`config.mk`:
```
export PLATFORM = sky130hd
export DESIGN_NAME = esm_issue_scheduler
export DESIGN_NICKNAME = d
export VERILOG_FILES = /design/src/rtl/esm_issue_scheduler.sv
export SDC_FILE = /design/constraint.sdc
export NUM_CORES = 1
export LEC_CHECK = 0
export CAP_MARGIN = 20
export CORE_ASPECT_RATIO = 0.8
export CORE_UTILIZATION = 35
export DETAILED_ROUTE_END_ITERATION = 7
export HOLD_SLACK_MARGIN = 0.1
export PLACE_DENSITY = 0.58
export SYNTH_ARGS = -nofsm -noshare
export SYNTH_HDL_FRONTEND = slang
export SYNTH_SLANG_ARGS = --single-unit
```
`constraint.sdc`:
```
create_clock -name clk -period 4.8 [get_ports clk]
set_input_delay 0.48 -clock clk [delete_from_list [all_inputs] [get_ports clk]]
set_output_delay 0.48 -clock clk [all_outputs]
set_load 0.01 [all_outputs]
```
`src/rtl/esm_issue_scheduler.sv`:
```
// esm_issue_scheduler
// Issue scheduler placed in front of the ESM dependency core. Incoming
// decoded instructions are parked in a free buffer slot and forwarded to the
// core for dependency tracking. Slots the core reports as dependency-free are
// handed to execute in round-robin order. Slots are released by a completion
// strobe from execute.
//
// Ports:
//   clk, rst                 clock, asynchronous active-low reset
//   in_valid/in_ready        upstream handshake (in_ready = !full)
//   in_instr/in_alusrc/in_regwrite   decoded instruction and controls
//   core_we, core_index, core_instr, core_alusrc, core_regwrite
//                            one-cycle write of an accepted instruction into the core
//   core_ready_positions     per-slot "no outstanding dependency" from the core
//   issue_valid/issue_ready  execute handshake, issue_index/issue_instr presented slot
//   done_valid/done_index    execute completion of a slot
//   occupancy, full, empty   registered fill level of the buffer
//   err                      sticky protocol error (bad completion index)
module esm_issue_scheduler #(
  parameter int bs              = 16,
  parameter int Instr_word_size = 32,
  localparam int IW             = $clog2(bs)
) (
  input  logic                       clk,
  input  logic                       rst,
  input  logic                       in_valid,
  output logic                       in_ready,
  input  logic [Instr_word_size-1:0] in_instr,
  input  logic                       in_alusrc,
  input  logic                       in_regwrite,
  output logic                       core_we,
  output logic [Instr_word_size-1:0] core_instr,
  output logic                       core_alusrc,
  output logic                       core_regwrite,
  output logic [IW-1:0]              core_index,
  input  logic [bs-1:0]              core_ready_positions,
  output logic                       issue_valid,
  input  logic                       issue_ready,
  output logic [IW-1:0]              issue_index,
  output logic [Instr_word_size-1:0] issue_instr,
  input  logic                       done_valid,
  input  logic [IW-1:0]              done_index,
  output logic [IW:0]                occupancy,
  output logic                       full,
  output logic                       empty,
  output logic                       err
);

  localparam logic [1:0] ST_FREE   = 2'd0;
  localparam logic [1:0] ST_WAIT   = 2'd1;
  localparam logic [1:0] ST_SEL    = 2'd2;
  localparam logic [1:0] ST_ISSUED = 2'd3;

  logic [1:0]                 slot_state  [bs];
  logic [Instr_word_size-1:0] instr_store [bs];
  logic [IW-1:0]              rr_ptr;

  logic          accept;
  logic [IW-1:0] alloc_idx;
  logic [bs-1:0] elig;
  logic          load_en;
  logic          handshake;
  logic          win_found;
  logic [IW-1:0] win_idx;
  logic [IW-1:0] scan_idx;
  logic          done_ok;
  logic [IW:0]   occ_next;

  assign in_ready  = !full;
  assign accept    = in_valid && in_ready;
  assign load_en   = !issue_valid || issue_ready;
  assign handshake = issue_valid && issue_ready;
  assign done_ok   = done_valid && (slot_state[done_index] == ST_ISSUED);
  assign occ_next  = occupancy + (IW+1)'(accept) - (IW+1)'(done_ok);

  // Lowest-index free slot. Scanning downward lets the last hit win, so the
  // smallest index ends up in alloc_idx. A slot freed by done this cycle is
  // still ISSUED here, so it is only reused from the next cycle on.
  always_comb begin
    alloc_idx = '0;
    for (int i = bs - 1; i >= 0; i--) begin
      if (slot_state[i] == ST_FREE) alloc_idx = IW'(i);
    end
  end

  // A waiting slot is eligible once the core reports it dependency-free,
  // except in the cycle right after its core write: the core's readiness bit
  // for that slot has not yet been recomputed for the new instruction.
  always_comb begin
    elig = '0;
    for (int i = 0; i < bs; i++) begin
      elig[i] = (slot_state[i] == ST_WAIT) && core_ready_positions[i] &&
                !(core_we && (core_index == IW'(i)));
    end
  end

  // Round-robin pick: first eligible slot at or after rr_ptr, wrapping.
  // Offsets are scanned downward so the smallest offset wins.
  always_comb begin
    win_found = 1'b0;
    win_idx   = '0;
    scan_idx  = '0;
    for (int k = bs - 1; k >= 0; k--) begin
      scan_idx = rr_ptr + IW'(k);
      if (elig[scan_idx]) begin
        win_found = 1'b1;
        win_idx   = scan_idx;
      end
    end
  end

  // Per-slot lifecycle. The four events act on slots in four different
  // start-of-cycle states, so at most one of them touches any given slot.
  always_ff @(posedge clk or negedge rst) begin
    if (!rst) begin
      for (int i = 0; i < bs; i++) begin
        slot_state[i]  <= ST_FREE;
        instr_store[i] <= '0;
      end
    end else begin
      for (int i = 0; i < bs; i++) begin
        if (accept && (alloc_idx == IW'(i))) begin
          slot_state[i]  <= ST_WAIT;
          instr_store[i] <= in_instr;
        end else if (load_en && win_found && (win_idx == IW'(i))) begin
          slot_state[i] <= ST_SEL;
        end else if (handshake && (issue_index == IW'(i))) begin
          slot_state[i] <= ST_ISSUED;
        end else if (done_ok && (done_index == IW'(i))) begin
          slot_state[i] <= ST_FREE;
        end
      end
    end
  end

  // Issue register and round-robin pointer. The index and instruction only
  // change on a load, so they stay put while execute stalls.
  always_ff @(posedge clk or negedge rst) begin
    if (!rst) begin
      issue_valid <= 1'b0;
      issue_index <= '0;
      issue_instr <= '0;
      rr_ptr      <= '0;
    end else begin
      if (handshake) rr_ptr <= issue_index + IW'(1);
      if (load_en) begin
        issue_valid <= win_found;
        if (win_found) begin
          issue_index <= win_idx;
          issue_instr <= instr_store[win_idx];
        end
      end
    end
  end

  // Core write port: a one-cycle strobe carrying the accepted instruction;
  // the data fields hold their last values between strobes.
  always_ff @(posedge clk or negedge rst) begin
    if (!rst) begin
      core_we       <= 1'b0;
      core_index    <= '0;
      core_instr    <= '0;
      core_alusrc   <= 1'b0;
      core_regwrite <= 1'b0;
    end else begin
      core_we <= accept;
      if (accept) begin
        core_index    <= alloc_idx;
        core_instr    <= in_instr;
        core_alusrc   <= in_alusrc;
        core_regwrite <= in_regwrite;
      end
    end
  end

  // Fill level and flags, all registered from the same next value so they
  // never disagree; err latches any completion for a slot not executing.
  always_ff @(posedge clk or negedge rst) begin
    if (!rst) begin
      occupancy <= '0;
      full      <= 1'b0;
      empty     <= 1'b1;
      err       <= 1'b0;
    end else begin
      occupancy <= occ_next;
      full      <= (occ_next == (IW+1)'(bs));
      empty     <= (occ_next == '0);
      if (done_valid && !done_ok) err <= 1'b1;
    end
  end

endmodule
```
==> run_results.csv <==
group,metric,value,unit
critical_path,crit_path_end_kind,"flop",
finish,multi_input_area,14900,µm²
critical_path,crit_arrival,5130,ps
clock_tree,clock-sinks,632,
die,dieWidth,337,µm
global_routing,grt_start_max_net_pins,122,
clock_tree,tritoncts,"done",
flow_run,cap_violations,0,
drt,route.detailed.drc,0,
place,dp_hpwl,65400,µm
critical_path,worstSetupPathType,"reg -> reg",
clock_tree,cts_buffers,71,
die,start_util,35.7,%
drt,drtIter0Drc,1708,
synthesis,ys_ff_latch,632,
timing,report.final.slew_viol_count,0,
synthesis,synth.cell_area,31500,µm²
global_routing,antenna_found_initial,4,
clock_tree,clk_latency,650,ps
drt,viasPerCell,5.50,
finish,final_common_cell,"dfrtp_1",
clock_tree,cts.clk_slew.worst_paths,60,ps
synthesis,synth_edf_count,0,
synthesis,synthesis.nets,2762,
finish,regArea,15800,µm²
global_routing,grt_pass1_wl,152000,µm
clock_tree,htreeDepth,3,
synthesis,ys_types,89,
synthesis,netlist_instances,2686,
global_routing,grt_remaining_overflow,0,
timing,period_share,96.7,%
place,io_buffers,143,
global_routing,grt_pass1_vias,24200,
global_routing,track_usage,22.0,%
timing,finalClockSkew,38.0,ps
timing,hold_ws,384,ps
min_path,hold_class,"in -> reg",
critical_path,cp.required,5280,ps
finish,nFillCells,8127,
drt,routed_wirelength,99300,µm
synthesis,avgSynthCellArea,11.7,µm²
timing,hold_violations,0,
place,gp_congestion,0.912,
synthesis,ys_warn_count,0,
finish,synthToLayoutAreaGrowth,22.9,%
die,io_pins,144,
timing,max_freq,215,MHz
die,core_area,88200,µm²
finish,final_nets,3020,
timing,worstMarginPinSlew,995,ps
die,dieArea,91100,µm²
synthesis,async_flop_share,100,%
timing,slew_headroom,33.5,%
critical_path,cp_max_fo,13,
finish,final-instance-count-excl-fill,4190,
finish,final_cell_mix,"dfrtp_1 (628), mux2_2 (527), nand2_1 (343), mux2i_1 (237), buf_4 (193)",
clock_tree,clock_path_buffers,3,
die,die_y,270,µm
die,row_count,97,
drt,detail_route.wl_per_cell,23.7,µm
finish,drive_above_1_share,33.0,%
synthesis,yosysSeqAreaShare,50.3,%
synthesis,synth_flop_cell,"dfrtp_1",
timing,fin_crit,4640,ps
timing,setup_viol,0,
status,status,"finished clean",
place,place_inst,4054,
drt,vias,23000,
drt,ant_nets,0,
critical_path,crit_path_start_kind,"flop",
drt,firstDrtPassIters,8,
clock_tree,clockRootBuffer,"clkbuf_16",
cell usage after synthesis, drive strengths merged, types with 7 or more instances:
master	number	share of area [%]
a31oi	28	0.60
nor3	25	0.41
mux2i	243	7.9
nor2b	13	0.27
nand2	355	4.2
nor2	98	1.3
a22oi	18	0.47
a211oi	29	0.74
xor2	7	0.19
and3	9	0.18
dfrtp	631	50
inv	20	0.24
xnor2	14	0.39
o21ai	69	1.1
mux2	529	19
clkbuf	103	1.2
o22ai	32	0.64
and2	7	0.14
buf	96	1.6
ha	16	0.64
mux4	16	1.1
or2	11	0.23
a21o	10	0.24
a41oi	8	0.22
a221oi	29	0.81
a21oi	63	1.0
o211ai	25	0.60
nand3	54	0.87
a2111oi	12	0.33
o32a	7	0.22
logic make-up after synthesis:
logic type,Yosys count,synth area share [%]
fa+ha+maj,17,0.700
buf+inv,221,3.09
compound gates,387,8.59
xor+xnor,21,0.585
flops,632,50.3
mux,788,28.0
simple gates,620,8.80
cell type report:
type	count	share of cell area [%]
Tap cell	1188	3.85
Sequential cell	632	40.9
Timing Repair Buffer	384	9.88
Multi-Input combinational cell	1833	38.6
Clock inverter	32	1.18
Antenna cell	1	0.00647
Inverter	22	0.214
Clock buffer	98	5.30
per-stage QoR:
step	TNS [ps]	setup WS (ps)	cell area (µm²)	utilization, %
2_1_floorplan	0	354	31500	-
3_3_place_gp	-7960	-292	35900	40.7
3_5_place_dp	-5360	-248	35900	40.7
4_1_cts	0	9.83	38500	43.6
5_1_grt	-0.728	-0.728	38700	43.8
6_report	0	159	38700	43.8
per-layer routing:
| layer | vias to the layer above | GRT usage [%] | routed length, µm |
|---|---|---|---|
| li1 | 10300 | - | - |
| met5 | - | 0 | 51 |
| met1 | 12000 | 31.2 | 46500 |
| met4 | 8 | 6.03 | 2370 |
| met3 | 161 | 3.73 | 5000 |
| met2 | 601 | 34.3 | 45400 |
registers in the layout (all words and copies together), names as in the netlist:
name and count:
core_alusrc 1, core_index 4, core_instr 32, core_regwrite 1, core_we 1, empty 1, err 1, full 1
instr_store 512, issue_index 4, issue_instr 32, issue_valid 1, occupancy 5, rr_ptr 4, slot_state 32
critical path, cell delays in order, from the launching register on:
cell and delay (ps):
dfrtp_1 470, nor3b_4 390, a211oi_1 180, mux2_2 350
mux4_2 550, mux2i_2 240, buf_4 180, o2111ai_1 110
a21oi_1 200, o221ai_1 160, buf_4 170, nor2_4 120
buf_12 150, buf_12 180, buf_4 170, mux2i_1 210
o22ai_1 130, a2111oi_1 360, a21oi_1 120
repair_timing:
action                                  4_1_cts  5_1_grt
endpoints found under the hold margin        80        0
buffers inserted                              2        1
endpoints found under the setup margin       26       56
pin swaps                                     1        4
resized for setup                             3       39
cloned                                        0        0
hold buffers                                  1        0
worst paths after layout:
| kind | startpoint | end | slack, ps | depth (start not counted) |
|---|---|---|---|---|
| min reg2reg | err | err | 460 | 1 |
| max in group asynchronous | rst | instr_store[475] | 3150 | 3 |
| max | core_we | issue_instr[16] | 160 | 18 |
| min in group asynchronous | rst | instr_store[138] | 490 | 2 |
| max reg2reg | core_we | issue_instr[16] | 160 | 18 |
| min | in_regwrite | core_regwrite | 380 | 3 |
Power is left out: the tool's default activity adds up to more than one toggle a clock period on the data nets, which glitch-free logic cannot reach.
